===== src/rtl/lcd_video_pkg.sv =====
// Shared timing defaults, LCD placement helpers and the LCD coordinate record
// used by the LCD video timing generator.
package lcd_video_pkg;

  localparam int WIDTH_DEF        = 360;
  localparam int HEIGHT_DEF       = 360;
  localparam int HBLANK_DEF       = 84;
  localparam int VBLANK_DEF       = 132;
  localparam int HSYNC_OFFSET_DEF = 5;
  localparam int VSYNC_OFFSET_DEF = 5;
  localparam int LCD_COLS_DEF     = 32;
  localparam int LCD_ROWS_DEF     = 16;
  localparam int LCD_PIXEL_DEF    = 11;
  localparam int FETCH_AHEAD_DEF  = 1;
  localparam int H_TOTAL_DEF      = WIDTH_DEF + HBLANK_DEF;
  localparam int V_TOTAL_DEF      = HEIGHT_DEF + VBLANK_DEF;

  // Raster positions, LCD cell indices and sub-pixel offsets
  localparam int POS_W = 10;
  localparam int CRD_W = 10;
  localparam int SUB_W = 5;

  typedef struct packed {
    logic             active;
    logic [CRD_W-1:0] col;
    logic [CRD_W-1:0] row;
    logic [SUB_W-1:0] sub_x;
    logic [SUB_W-1:0] sub_y;
  } lcd_coord_t;

  // The LCD rectangle is centred in the active area
  function automatic int lcd_x_offset(int width, int cols, int pix);
    return (width - cols * pix) / 2;
  endfunction

  function automatic int lcd_y_offset(int height, int rows, int pix);
    return (height - rows * pix) / 2;
  endfunction

  // LCD state matching the fetch position (fa, 0) that reset preloads
  function automatic lcd_coord_t lcd_reset_coord(int fa, int x_off, int y_off,
                                                 int cols, int pix);
    lcd_coord_t c;
    int dx;
    c  = '0;
    dx = fa - x_off;
    if ((dx >= 0) && (dx < cols * pix)) begin
      c.col    = CRD_W'(dx / pix);
      c.sub_x  = SUB_W'(dx % pix);
      c.active = (y_off == 0);
    end
    return c;
  endfunction

endpackage


===== src/rtl/lcd_video_timing_if.sv =====
// Display-side bundle of the LCD video timing generator: raster position,
// sync/DE, LCD grid coordinates and the frame-buffer swap handshake.
interface lcd_video_timing_if import lcd_video_pkg::*; #(
  parameter int LCD_COLS = LCD_COLS_DEF,
  parameter int LCD_ROWS = LCD_ROWS_DEF
);
  localparam int COL_W = $clog2(LCD_COLS);
  localparam int ROW_W = $clog2(LCD_ROWS);

  logic             swap_req;
  logic [POS_W-1:0] x;
  logic [POS_W-1:0] y;
  logic [POS_W-1:0] fetch_x;
  logic [POS_W-1:0] fetch_y;
  logic             de;
  logic             hsync;
  logic             vsync;
  logic             lcd_active;
  logic [COL_W-1:0] lcd_col;
  logic [ROW_W-1:0] lcd_row;
  logic [SUB_W-1:0] lcd_subpixel_x;
  logic [SUB_W-1:0] lcd_subpixel_y;
  logic             swap_ack;
  logic             buffer_sel;
  logic [15:0]      frame_count;

  modport master (
    input  swap_req,
    output x, y, fetch_x, fetch_y, de, hsync, vsync, lcd_active, lcd_col,
           lcd_row, lcd_subpixel_x, lcd_subpixel_y, swap_ack, buffer_sel,
           frame_count
  );

  modport slave (
    output swap_req,
    input  x, y, fetch_x, fetch_y, de, hsync, vsync, lcd_active, lcd_col,
           lcd_row, lcd_subpixel_x, lcd_subpixel_y, swap_ack, buffer_sel,
           frame_count
  );
endinterface


===== src/rtl/lcd_video_timing_raster_counter.sv =====
// Raster-order x/y wrap counter with a reset preload. Exposes its next state
// so the owner can register derived signals aligned with the counter.
module raster_counter import lcd_video_pkg::*; #(
  parameter int H_TOTAL = H_TOTAL_DEF,
  parameter int V_TOTAL = V_TOTAL_DEF,
  parameter int X_INIT  = 0,
  parameter int Y_INIT  = 0
) (
  input  logic             clk,
  input  logic             rst_n_i,
  output logic [POS_W-1:0] x_o,
  output logic [POS_W-1:0] y_o,
  output logic [POS_W-1:0] x_d_o,
  output logic [POS_W-1:0] y_d_o,
  output logic             line_end_o
);
  localparam logic [POS_W-1:0] X_LAST = POS_W'(H_TOTAL - 1);
  localparam logic [POS_W-1:0] Y_LAST = POS_W'(V_TOTAL - 1);
  localparam logic [POS_W-1:0] X_RST  = POS_W'(X_INIT);
  localparam logic [POS_W-1:0] Y_RST  = POS_W'(Y_INIT);

  logic [POS_W-1:0] x_q, y_q, x_d, y_d;
  logic             line_end;

  // Advance one pixel; wrap x at line end and y at frame end
  always_comb begin
    line_end = (x_q == X_LAST);
    x_d      = x_q + 1'b1;
    y_d      = y_q;
    if (line_end) begin
      x_d = '0;
      y_d = (y_q == Y_LAST) ? '0 : y_q + 1'b1;
    end
  end

  // Position register
  always_ff @(posedge clk or negedge rst_n_i) begin
    if (!rst_n_i) begin
      x_q <= X_RST;
      y_q <= Y_RST;
    end else begin
      x_q <= x_d;
      y_q <= y_d;
    end
  end

  assign x_o        = x_q;
  assign y_o        = y_q;
  assign x_d_o      = x_d;
  assign y_d_o      = y_d;
  assign line_end_o = line_end;

endmodule


===== src/rtl/lcd_video_timing.sv =====
// LCD video raster timing: display position with sync/DE, a look-ahead fetch
// position with incrementally tracked LCD grid coordinates, a vblank-aligned
// frame-buffer swap handshake and a frame counter.
module lcd_video_timing import lcd_video_pkg::*; #(
  parameter int WIDTH          = WIDTH_DEF,
  parameter int HEIGHT         = HEIGHT_DEF,
  parameter int HBLANK_LEN     = HBLANK_DEF,
  parameter int VBLANK_LEN     = VBLANK_DEF,
  parameter int HSYNC_OFFSET   = HSYNC_OFFSET_DEF,
  parameter int VSYNC_OFFSET   = VSYNC_OFFSET_DEF,
  parameter int LCD_COLS       = LCD_COLS_DEF,
  parameter int LCD_ROWS       = LCD_ROWS_DEF,
  parameter int LCD_PIXEL_SIZE = LCD_PIXEL_DEF,
  parameter int FETCH_AHEAD    = FETCH_AHEAD_DEF
) (
  input  logic                    clk,
  input  logic                    reset_n,
  lcd_video_timing_if.master      vif
);
  localparam int H_TOTAL      = WIDTH + HBLANK_LEN;
  localparam int V_TOTAL      = HEIGHT + VBLANK_LEN;
  localparam int LCD_W        = LCD_COLS * LCD_PIXEL_SIZE;
  localparam int LCD_H        = LCD_ROWS * LCD_PIXEL_SIZE;
  localparam int LCD_X_OFFSET = lcd_x_offset(WIDTH, LCD_COLS, LCD_PIXEL_SIZE);
  localparam int LCD_Y_OFFSET = lcd_y_offset(HEIGHT, LCD_ROWS, LCD_PIXEL_SIZE);
  localparam int COL_W        = $clog2(LCD_COLS);
  localparam int ROW_W        = $clog2(LCD_ROWS);

  localparam logic [POS_W-1:0] WID_V   = POS_W'(WIDTH);
  localparam logic [POS_W-1:0] HGT_V   = POS_W'(HEIGHT);
  localparam logic [POS_W-1:0] HS_X    = POS_W'(WIDTH + HSYNC_OFFSET);
  localparam logic [POS_W-1:0] VS_Y    = POS_W'(HEIGHT + VSYNC_OFFSET);
  localparam logic [POS_W-1:0] Y_LAST  = POS_W'(V_TOTAL - 1);
  localparam logic [POS_W-1:0] XB      = POS_W'(LCD_X_OFFSET);
  localparam logic [POS_W-1:0] XE      = POS_W'(LCD_X_OFFSET + LCD_W);
  localparam logic [POS_W-1:0] YB      = POS_W'(LCD_Y_OFFSET);
  localparam logic [POS_W-1:0] YE      = POS_W'(LCD_Y_OFFSET + LCD_H);
  localparam logic [SUB_W-1:0] PS_LAST = SUB_W'(LCD_PIXEL_SIZE - 1);
  localparam lcd_coord_t       LCD_RST = lcd_reset_coord(FETCH_AHEAD, LCD_X_OFFSET,
                                                         LCD_Y_OFFSET, LCD_COLS,
                                                         LCD_PIXEL_SIZE);

  // Difference is tested directly: integer halving would round -1 up to 0
  if ((WIDTH < LCD_W) || (HEIGHT < LCD_H)) begin : g_bad_lcd_fit
    $error("lcd_video_timing: LCD rectangle does not fit in the active area");
  end
  if ((FETCH_AHEAD < 1) || (FETCH_AHEAD > 4)) begin : g_bad_fetch_ahead
    $error("lcd_video_timing: FETCH_AHEAD must be within 1..4");
  end

  logic [POS_W-1:0] disp_x, disp_y, disp_x_d, disp_y_d;
  logic [POS_W-1:0] fetch_x, fetch_y, fetch_x_d, fetch_y_d;
  logic             disp_line_end, fetch_line_end, fetch_frame_end;
  logic             vblank_entry;
  logic             fx_in_q, fx_in_d, fy_in_q, fy_in_d;

  logic             de_q, de_d, hsync_q, hsync_d, vsync_q, vsync_d;
  logic             swap_ack_q, swap_ack_d, buffer_sel_q, buffer_sel_d;
  logic [15:0]      frame_count_q, frame_count_d;
  lcd_coord_t       lcd_q, lcd_d;

  raster_counter #(.H_TOTAL(H_TOTAL), .V_TOTAL(V_TOTAL), .X_INIT(0), .Y_INIT(0)) u_disp (
    .clk(clk), .rst_n_i(reset_n), .x_o(disp_x), .y_o(disp_y),
    .x_d_o(disp_x_d), .y_d_o(disp_y_d), .line_end_o(disp_line_end)
  );

  // Runs FETCH_AHEAD pixels ahead in raster order so memory reads can be issued early
  raster_counter #(.H_TOTAL(H_TOTAL), .V_TOTAL(V_TOTAL), .X_INIT(FETCH_AHEAD), .Y_INIT(0)) u_fetch (
    .clk(clk), .rst_n_i(reset_n), .x_o(fetch_x), .y_o(fetch_y),
    .x_d_o(fetch_x_d), .y_d_o(fetch_y_d), .line_end_o(fetch_line_end)
  );

  assign fetch_frame_end = fetch_line_end && (fetch_y == Y_LAST);
  assign vblank_entry    = (disp_x == '0) && (disp_y == HGT_V);
  assign fx_in_q         = (fetch_x >= XB) && (fetch_x < XE);
  assign fy_in_q         = (fetch_y >= YB) && (fetch_y < YE);
  assign fx_in_d         = (fetch_x_d >= XB) && (fetch_x_d < XE);
  assign fy_in_d         = (fetch_y_d >= YB) && (fetch_y_d < YE);

  // Sync/DE from the next display position so they line up with x/y; swap only on vblank entry
  always_comb begin
    de_d          = (disp_x_d < WID_V) && (disp_y_d < HGT_V);
    hsync_d       = (disp_x_d == HS_X);
    vsync_d       = (disp_x_d == '0) && (disp_y_d == VS_Y);
    swap_ack_d    = vblank_entry && vif.swap_req;
    buffer_sel_d  = buffer_sel_q ^ swap_ack_d;
    frame_count_d = frame_count_q;
    if (disp_line_end && (disp_y == Y_LAST)) begin
      frame_count_d = frame_count_q + 16'd1;
    end
  end

  // LCD grid tracking by counting sub-pixels, so no division by the LCD pixel size is needed
  always_comb begin
    lcd_d        = lcd_q;
    lcd_d.active = fx_in_d && fy_in_d;
    if (fx_in_d && fx_in_q) begin
      if (lcd_q.sub_x == PS_LAST) begin
        lcd_d.sub_x = '0;
        lcd_d.col   = lcd_q.col + 1'b1;
      end else begin
        lcd_d.sub_x = lcd_q.sub_x + 1'b1;
      end
    end else begin
      lcd_d.sub_x = '0;
      lcd_d.col   = '0;
    end
    if (fetch_frame_end) begin
      lcd_d.sub_y = '0;
      lcd_d.row   = '0;
    end else if (fetch_line_end) begin
      if (fy_in_d && fy_in_q) begin
        if (lcd_q.sub_y == PS_LAST) begin
          lcd_d.sub_y = '0;
          lcd_d.row   = lcd_q.row + 1'b1;
        end else begin
          lcd_d.sub_y = lcd_q.sub_y + 1'b1;
        end
      end else begin
        lcd_d.sub_y = '0;
        lcd_d.row   = '0;
      end
    end
  end

  // Output registers; reset values match the preloaded positions
  always_ff @(posedge clk or negedge reset_n) begin
    if (!reset_n) begin
      de_q          <= 1'b1;
      hsync_q       <= 1'b0;
      vsync_q       <= 1'b0;
      swap_ack_q    <= 1'b0;
      buffer_sel_q  <= 1'b0;
      frame_count_q <= '0;
      lcd_q         <= LCD_RST;
    end else begin
      de_q          <= de_d;
      hsync_q       <= hsync_d;
      vsync_q       <= vsync_d;
      swap_ack_q    <= swap_ack_d;
      buffer_sel_q  <= buffer_sel_d;
      frame_count_q <= frame_count_d;
      lcd_q         <= lcd_d;
    end
  end

  assign vif.x              = disp_x;
  assign vif.y              = disp_y;
  assign vif.fetch_x        = fetch_x;
  assign vif.fetch_y        = fetch_y;
  assign vif.de             = de_q;
  assign vif.hsync          = hsync_q;
  assign vif.vsync          = vsync_q;
  assign vif.lcd_active     = lcd_q.active;
  assign vif.lcd_col        = COL_W'(lcd_q.col);
  assign vif.lcd_row        = ROW_W'(lcd_q.row);
  assign vif.lcd_subpixel_x = lcd_q.sub_x;
  assign vif.lcd_subpixel_y = lcd_q.sub_y;
  assign vif.swap_ack       = swap_ack_q;
  assign vif.buffer_sel     = buffer_sel_q;
  assign vif.frame_count    = frame_count_q;

endmodule


===== src/flat_wrapper.sv =====
// flat-port wrapper written by rule: the top's interface ports become plain ports
module lcd_video_timing_flat import lcd_video_pkg::*;
#(
  parameter int WIDTH          = WIDTH_DEF,
  parameter int HEIGHT         = HEIGHT_DEF,
  parameter int HBLANK_LEN     = HBLANK_DEF,
  parameter int VBLANK_LEN     = VBLANK_DEF,
  parameter int HSYNC_OFFSET   = HSYNC_OFFSET_DEF,
  parameter int VSYNC_OFFSET   = VSYNC_OFFSET_DEF,
  parameter int LCD_COLS       = LCD_COLS_DEF,
  parameter int LCD_ROWS       = LCD_ROWS_DEF,
  parameter int LCD_PIXEL_SIZE = LCD_PIXEL_DEF,
  parameter int FETCH_AHEAD    = FETCH_AHEAD_DEF
)
  (clk, reset_n, vif_swap_req, vif_x, vif_y, vif_fetch_x, vif_fetch_y, vif_de, vif_hsync, vif_vsync, vif_lcd_active, vif_lcd_col, vif_lcd_row, vif_lcd_subpixel_x, vif_lcd_subpixel_y, vif_swap_ack, vif_buffer_sel, vif_frame_count);
  lcd_video_timing_if #(.LCD_COLS(LCD_COLS), .LCD_ROWS(LCD_ROWS)) vif_i ();
  input  logic clk;
  input  logic reset_n;
  input wire logic [$bits(vif_i.swap_req)-1:0] vif_swap_req;
  output wire logic [$bits(vif_i.x)-1:0] vif_x;
  output wire logic [$bits(vif_i.y)-1:0] vif_y;
  output wire logic [$bits(vif_i.fetch_x)-1:0] vif_fetch_x;
  output wire logic [$bits(vif_i.fetch_y)-1:0] vif_fetch_y;
  output wire logic [$bits(vif_i.de)-1:0] vif_de;
  output wire logic [$bits(vif_i.hsync)-1:0] vif_hsync;
  output wire logic [$bits(vif_i.vsync)-1:0] vif_vsync;
  output wire logic [$bits(vif_i.lcd_active)-1:0] vif_lcd_active;
  output wire logic [$bits(vif_i.lcd_col)-1:0] vif_lcd_col;
  output wire logic [$bits(vif_i.lcd_row)-1:0] vif_lcd_row;
  output wire logic [$bits(vif_i.lcd_subpixel_x)-1:0] vif_lcd_subpixel_x;
  output wire logic [$bits(vif_i.lcd_subpixel_y)-1:0] vif_lcd_subpixel_y;
  output wire logic [$bits(vif_i.swap_ack)-1:0] vif_swap_ack;
  output wire logic [$bits(vif_i.buffer_sel)-1:0] vif_buffer_sel;
  output wire logic [$bits(vif_i.frame_count)-1:0] vif_frame_count;
  assign vif_i.swap_req = vif_swap_req;
  assign vif_x = vif_i.x;
  assign vif_y = vif_i.y;
  assign vif_fetch_x = vif_i.fetch_x;
  assign vif_fetch_y = vif_i.fetch_y;
  assign vif_de = vif_i.de;
  assign vif_hsync = vif_i.hsync;
  assign vif_vsync = vif_i.vsync;
  assign vif_lcd_active = vif_i.lcd_active;
  assign vif_lcd_col = vif_i.lcd_col;
  assign vif_lcd_row = vif_i.lcd_row;
  assign vif_lcd_subpixel_x = vif_i.lcd_subpixel_x;
  assign vif_lcd_subpixel_y = vif_i.lcd_subpixel_y;
  assign vif_swap_ack = vif_i.swap_ack;
  assign vif_buffer_sel = vif_i.buffer_sel;
  assign vif_frame_count = vif_i.frame_count;
  lcd_video_timing #(.WIDTH(WIDTH), .HEIGHT(HEIGHT), .HBLANK_LEN(HBLANK_LEN), .VBLANK_LEN(VBLANK_LEN), .HSYNC_OFFSET(HSYNC_OFFSET), .VSYNC_OFFSET(VSYNC_OFFSET), .LCD_COLS(LCD_COLS), .LCD_ROWS(LCD_ROWS), .LCD_PIXEL_SIZE(LCD_PIXEL_SIZE), .FETCH_AHEAD(FETCH_AHEAD)) u_core (.clk(clk), .reset_n(reset_n), .vif(vif_i));
endmodule

===== config.mk =====
export PLATFORM = sky130hd
export DESIGN_NAME = lcd_video_timing_flat
export DESIGN_NICKNAME = d
export VERILOG_FILES = /design/src/rtl/lcd_video_pkg.sv /design/src/rtl/lcd_video_timing_if.sv /design/src/rtl/lcd_video_timing_raster_counter.sv /design/src/rtl/lcd_video_timing.sv /design/src/flat_wrapper.sv
export SDC_FILE = /design/constraint.sdc
export NUM_CORES = 1
export LEC_CHECK = 0
export ABC_AREA = 1
export CAP_MARGIN = 10
export CELL_PAD_IN_SITES_DETAIL_PLACEMENT = 2
export CELL_PAD_IN_SITES_GLOBAL_PLACEMENT = 2
export CORE_UTILIZATION = 35
export CTS_BUF_LIST = sky130_fd_sc_hd__clkbuf_8
export CTS_CLUSTER_DIAMETER = 200
export CTS_CLUSTER_SIZE = 25
export DETAILED_ROUTE_END_ITERATION = 16
export DONT_BUFFER_PORTS = 1
export PLACE_DENSITY = 0.81
export RECOVER_POWER = 25
export SETUP_SLACK_MARGIN = 0.1
export SYNTH_ARGS = -nofsm -noshare
export SYNTH_HDL_FRONTEND = slang
export SYNTH_SLANG_ARGS = --single-unit

===== constraint.sdc =====
create_clock -name clk -period 2.4 [get_ports clk]
set_input_delay 0.24 -clock clk [delete_from_list [all_inputs] [get_ports clk]]
set_output_delay 0.24 -clock clk [all_outputs]
set_load 0.1 [all_outputs]

==> impl_metrics.tcl, run 1 <==
set metrics [dict create \
    drt_iter0_markers 161 \
    first_pass_iters 4 \
    num_io_pins 84 \
    syn_area_um2 4735 \
    crit_required_ps 2740 \
    violations "setup timing" \
    async_reset_ff_frac 1.000 \
    power_density_nw_per_um2 395.7 \
    synth_cells 572 \
    worst_slew_pin_slew_ps 1185 \
    synth-main-ff-cell "dfrtp_1" \
    track_usage 0.2653 \
    layout.cells.most_common_list "buf_4 (113), nand2_1 (97), inv_1 (77), nor2_1 (46), dfrtp_1 (44)" \
    clock_path_buffers 2 \
    vdd_ir_drop_max_mv 0.2126 \
    arrival_ps 2990 \
    dieWidth_um 118.3 \
    min_path_cells 4 \
    grt_max_degree 82 \
    antenna_found_initial 0 \
    port_buffers 0 \
    start_util 0.3575 \
    antennaDiodeCount 0 \
    relSlewSlack 0.2103 \
    fp-row-count 42 \
    syn_avg_cell_area_um2 8.277 \
    r2r_cells 15 \
    synth_edf_count 0 \
    synth.net_count 590 \
    met2_usage 0.4897 \
    route.vias.total 4774 \
    core-area_um2 13240 \
    cp-start-kind "flip-flop" \
    area_growth_pct 40.62 \
    finClkSkew_ps 29.51 \
    cts.sinks 81 \
    cts_htree_levels 3 \
    detail-route-antenna-nets 0 \
    final-setup-viol-count 20 \
    utilization 0.5027 \
    slew_violations 0 \
    grt_pass1_vias 5121 \
    dieArea_um2 14000 \
    design_power_total_uw 2634 \
    clock_latency_ps 410 \
    ys_seq_area_frac 0.4286 \
    finalCriticalPeriod_ps 2648 \
    drv_cap 0 \
    drive_above_1_share 0.4243 \
    cp_max_fo 5 \
    layout.nets 720 \
    die_h_um 118.3 \
    status "finished, violations left" \
    place.gp.congestion 0.8444 \
    yosysWarnings 0 \
    wl_per_cell_um 25.05 \
    drc_errors 0 \
    max_freq_mhz 377.6 \
    numCtsBuffers 9 \
    crit_type "flip-flop to flip-flop" \
    busiest_layer "met2" \
    grt_pass1_wl_um 28290 \
    synth.ff_latch_count 81 \
    cts_root_buf "clkbuf_8" \
    final_common_cell "buf_4" \
    finalHoldViolations 0 \
    end_kind "flip-flop" \
    grt_use_met3 0.05164 \
    synthDistinctLibCells 43 \
    cts_tree "built" \
    rsz0062_at_grt "true" \
    via_per_inst 5.407 \
    total_leakage_power_uw 0.003121 \
    hpwl_um 11820 \
    grtUsageMet1 0.2857 \
    period_share 1.103 \
    path_clk_slew_ps 120 \
    drt_wl_total_um 22120 \
    hp-class "primary input to flip-flop" \
    setup_ws_ps -248.2 \
    grt.overflow.total 0 \
]
## metrics by stage
stage / cell area (um2) / hold slack (ps) / cells / setup slack (ps) / TNS (ps)
after floorplan: 4862 / -55.59 / 572 / 29.53 / 0
after global placement: 5675 / -53.22 / 826 / 62.48 / 0
after detailed placement: 5675 / -53.16 / 826 / -137.7 / -2206
after CTS: 6171 / 128.3 / 857 / -34.07 / -159.0
after global routing: 6658 / 169.0 / 883 / -329.2 / -5102
final: 6658 / 141.1 / 883 / -248.2 / -3777
## layer usage
metal,share of wire,up-vias
met5,0,-
met4,0.045,0
met1,0.36,2454
met3,0.043,76
li1,-,2096
met2,0.55,148
## logic make-up (layout without fill, tap and decap cells)
family                     Yosys count  count (layout)  share of synthesized area
buffers and inverters               94             227                    0.07822
and+or+nand+nor                    310             312                     0.3441
DFF                                 81              81                     0.4286
xor gates and xnor gates            36              36                    0.06660
muxes                                1               1                   0.002114
AOI/OAI and AO/OA                   35              35                    0.04070
adders and majority gates           15              15                    0.03964
## where the power goes
group          leakage, uW  internal [uW]  switching [uW]  total, uW
Sequential         0.00104           1360               0       1360
Clock             0.000113            640             600       1240
Combinational      0.00197           1.94            28.6       30.5
Total              0.00312           2010             629       2630
## worst max-delay path: stages (launching register included)
cell and delay (ps):
dfrtp_4 430, buf_4 310, nand2_1 140, nor2_1 230, nand3_1 170, nand3_1 140
nor2_1 70, nor2_1 110, nand2_1 130, nand2_1 130, nand2_1 90, nor2_2 140
nand4_4 120, nand2_4 140, nand2_1 90, nand2_1 100
## path summary, 6_finish.rpt
check | startpoint | end | slack (ps)
hold / removal | vif_swap_req | u_core.vif.swap_ack$_DFF_PN0_ | 140
setup / recovery | u_core.u_fetch.y_o[1]$_DFF_PN0_ | u_core.vif.lcd_row[3]$_DFFE_PN0P_ | -250
setup reg to reg | u_core.u_fetch.y_o[1]$_DFF_PN0_ | u_core.vif.lcd_row[3]$_DFFE_PN0P_ | -250
max in group asynchronous | reset_n | u_core.u_disp.x_o[1]$_DFF_PN0_ | 740
min in group asynchronous | reset_n | u_core.u_fetch.x_o[3]$_DFF_PN0_ | 760
hold reg to reg | u_core.vif.frame_count[7]$_DFFE_PN0P_ | u_core.vif.frame_count[7]$_DFFE_PN0P_ | 530
## layout make-up
class                      instances  area, um2
clock buffer                      11      151.4
clock inverter                     5      78.83
fill                            1438       6585
inverter                          88      342.8
multi-input combinational        399       2785
sequential                        81       2097
tap                              176      220.2
timing repair buffer             123      982.2
## timing repair
| action | in CTS | in global routing |
|---|---|---|
| gates resized for setup | 35 | 73 |
| endpoints found under the hold margin | 81 | 0 |
| hold buffers | 2 | 0 |
| pin swaps | 15 | 40 |
| cloned | 2 | 0 |
| setup endpoints to repair | 26 | 27 |
| buffers inserted | 11 | 26 |
## flip-flops by register name, summed over array words and instances (netlist names)
register	cells
u_core.vif.buffer_sel	1
u_core.vif.de	1
u_core.vif.swap_ack	1
u_core.vif.lcd_subpixel_y	5
u_core.vif.vsync	1
u_core.u_disp.x_o	10
u_core.u_disp.y_o	10
u_core.vif.hsync	1
u_core.vif.lcd_col	5
u_core.u_fetch.x_o	10
u_core.vif.lcd_active	1
u_core.vif.frame_count	16
u_core.u_fetch.y_o	10
u_core.vif.lcd_subpixel_x	5
u_core.vif.lcd_row	4
## Yosys cell counts (2+ instances only)
| cell | count | area [um2] |
|---|---|---|
| nand2_1 | 108 | 405.4 |
| inv_1 | 83 | 311.6 |
| nand3b_1 | 2 | 15.01 |
| nor4_1 | 7 | 43.79 |
| nand3_4 | 2 | 35.03 |
| buf_2 | 3 | 15.01 |
| or2_2 | 7 | 43.79 |
| nor2_2 | 6 | 37.54 |
| o21ai_0 | 19 | 95.09 |
| xnor2_1 | 10 | 87.58 |
| ha_1 | 15 | 187.7 |
| nor2_4 | 9 | 101.4 |
| nor3_1 | 19 | 95.09 |
| nand3_2 | 6 | 60.06 |
| nor2_1 | 64 | 240.2 |
| nand3_1 | 39 | 195.2 |
| nand2_2 | 8 | 50.05 |
| inv_2 | 4 | 15.01 |
| a21oi_1 | 11 | 55.05 |
| nand2_4 | 2 | 22.52 |
| dfrtp_1 | 79 | 1977 |
| xor2_1 | 26 | 227.7 |
| nand4_4 | 2 | 42.54 |
| nand4_1 | 20 | 125.1 |
| dfstp_2 | 2 | 52.55 |
| nor3_4 | 2 | 32.53 |
No activity file was read; power rests on OpenSTA's default activity.
==> run 2, diff against run 1 <==
Settings changed: CORE_MARGIN set to 2.
Clock period 2.4 ns to 2.75 ns, I/O delays scaled along.
==> run 2 against run 1 <==
  * The flow finishes with violations (capacitance limit, slew limit)
  * Largest power group unchanged
  * Maximum frequency grew 5.5%
  * Final cell count fell by 4.3%
  * Final area is 13% lower
  * Global-route usage down 3.9 points
  * Setup slack improved by 490 ps
  * First-iteration DRC count down 8.7%
  * Worst hold slack better by 110 ps
  * Register-to-register slack gained 490 ps
  * Sequential power decreased by 13%
  * Via count is 9.4% lower
==> impl_metrics.tcl, run 2 (synthesized netlist as in run 1, its figures left out) <==
set metrics [dict create \
    path_cells "ha_1 > nand2_2 > nor2_2 > nand2_2 > nor2_1 > a21oi_1 > or2_2 > nor2_4 > nor3_1 > nand2_1 > nand4_4 > nor2_1" \
    num_io_pins 84 \
    slew_violations 82 \
    cts.sinks 81 \
    path_clk_slew_ps 90 \
    port_buffers 0 \
    setup_ws_ps 240.8 \
    finalHoldViolations 0 \
    violations "capacitance limit, slew limit" \
    worst_slew_pin_slew_ps 1895 \
    dieArea_um2 14470 \
    drc_errors 0 \
    end_kind "flip-flop" \
    cp_slowest_cell "dfstp_2" \
    antennaDiodeCount 0 \
    first_pass_iters 4 \
    tns_ps 0 \
    power_density_nw_per_um2 351.3 \
    fp-row-count 42 \
    antenna_found_initial 0 \
    cp-start-kind "flip-flop" \
    start_util 0.3575 \
    via_per_inst 5.118 \
    grt_pass1_vias 4862 \
    area_growth_pct 22.70 \
    wl_per_cell_um 19.15 \
    dieWidth_um 120.3 \
    largest_reg_flops 16 \
    final_cells 845 \
    final_common_cell "nand2_1" \
    cts_htree_levels 3 \
    design_power_total_uw 2041 \
    core-area_um2 13240 \
    crit_required_ps 3060 \
    period_share 0.9124 \
    grt.overflow.total 0 \
    cp_slowest_stage_delay_ps 550 \
    drv_cap 1 \
    layout.cells.most_common_list "nand2_1 (105), inv_1 (85), buf_4 (82), dfrtp_1 (71), nor2_1 (61)" \
    max_freq_mhz 398.5 \
    cp_max_fo 5 \
    grt_max_degree 82 \
    finClkSkew_ps 18.16 \
    drive_above_1_share 0.2556 \
    numCtsBuffers 9 \
    finalCriticalPeriod_ps 2509 \
    drt_iter0_markers 147 \
    vdd_ir_drop_max_mv 0.1887 \
    die_h_um 120.3 \
    final-setup-viol-count 0 \
    dp_cells 818 \
    arrival_ps 2820 \
    clock_latency_ps 380 \
    status "finished, violations left" \
    cts_root_buf "clkbuf_8" \
    rsz0062_at_grt "true" \
    crit_type "flip-flop to flip-flop" \
    clock_path_buffers 2 \
    detail-route-antenna-nets 0 \
    total_leakage_power_uw 0.002875 \
    layout.nets 682 \
    route.vias.total 4325 \
    track_usage 0.2267 \
    grt_pass1_wl_um 25560 \
    dp_slack_ps 120.6 \
    cts_tree "built" \
    hp-class "primary input to flip-flop" \
    utilization 0.4387 \
    drt_wl_total_um 16180 \
    place.gp.congestion 0.8887 \
    hpwl_um 11900 \
    relSlewSlack -0.2636 \
]
-- run 2: metrics by stage --
stage	area, um2	hold WS (ps)
2_1_floorplan	4745	-20.59
3_3_place_gp	5500	-18.65
3_5_place_dp	5500	-18.37
4_1_cts	5712	220.9
5_1_grt	5809	262.3
6_report	5809	248.7
-- run 2: report_power, final --
part	internal (uW)	switching, uW	leakage [uW]
clock network	347	479	0.0000909
logic	1.36	23.8	0.00170
registers	1190	0	0.00108
-- run 2: timing repair --
| action | in CTS | in global routing |
|---|---|---|
| setup buffers | 0 | 6 |
| endpoints found under the setup margin | 0 | 21 |
| gates resized for setup | 0 | 11 |
| hold endpoints to repair | 81 | 0 |
| hold buffers | 2 | 0 |
-- run 2: final cells by class --
| cell class | count | area (um2) |
|---|---|---|
| Fill cell | 1488 | 7433 |
| Multi-Input combinational cell | 400 | 2410 |
| Sequential cell | 81 | 2039 |
| Timing Repair Buffer | 84 | 630.6 |
| Inverter | 88 | 335.3 |
| Tap cell | 176 | 220.2 |
| Clock buffer | 10 | 137.6 |
| Clock inverter | 6 | 36.28 |
-- run 2: critical path: cells and delay by family, from the launching register on --
kind	cells	cell delay, ps
AOI/OAI and AO/OA	1	80
adders and majority gates	1	200
DFF	1	550
and+or+nand+nor	10	1610
-- run 2: layer usage --
layer / global-route usage / share of wire / vias up / routed length, um
li1: - / - / 2016 / -
met3: 0.04481 / 0.036 / 26 / 589
met4: 0.08721 / 0.025 / 0 / 412
met5: 0 / 0 / - / 0
met2: 0.4297 / 0.54 / 69 / 8779
met1: 0.2470 / 0.40 / 2214 / 6399
-- run 2: final timing paths --
kind,from,to,slack (ps),depth (start not counted)
max,u_core.u_fetch.x_o[0]$_DFF_PN1_,u_core.vif.lcd_subpixel_x[4]$_DFF_PN0_,240,12
min,vif_swap_req,u_core.vif.swap_ack$_DFF_PN0_,250,4
max reg2reg,u_core.u_fetch.x_o[0]$_DFF_PN1_,u_core.vif.lcd_subpixel_x[4]$_DFF_PN0_,240,12
min reg2reg,u_core.vif.frame_count[6]$_DFFE_PN0P_,u_core.vif.frame_count[6]$_DFFE_PN0P_,550,1
max in group asynchronous,reset_n,u_core.u_disp.x_o[0]$_DFF_PN0_,490,2
min in group asynchronous,reset_n,u_core.u_fetch.y_o[5]$_DFF_PN0_,990,2
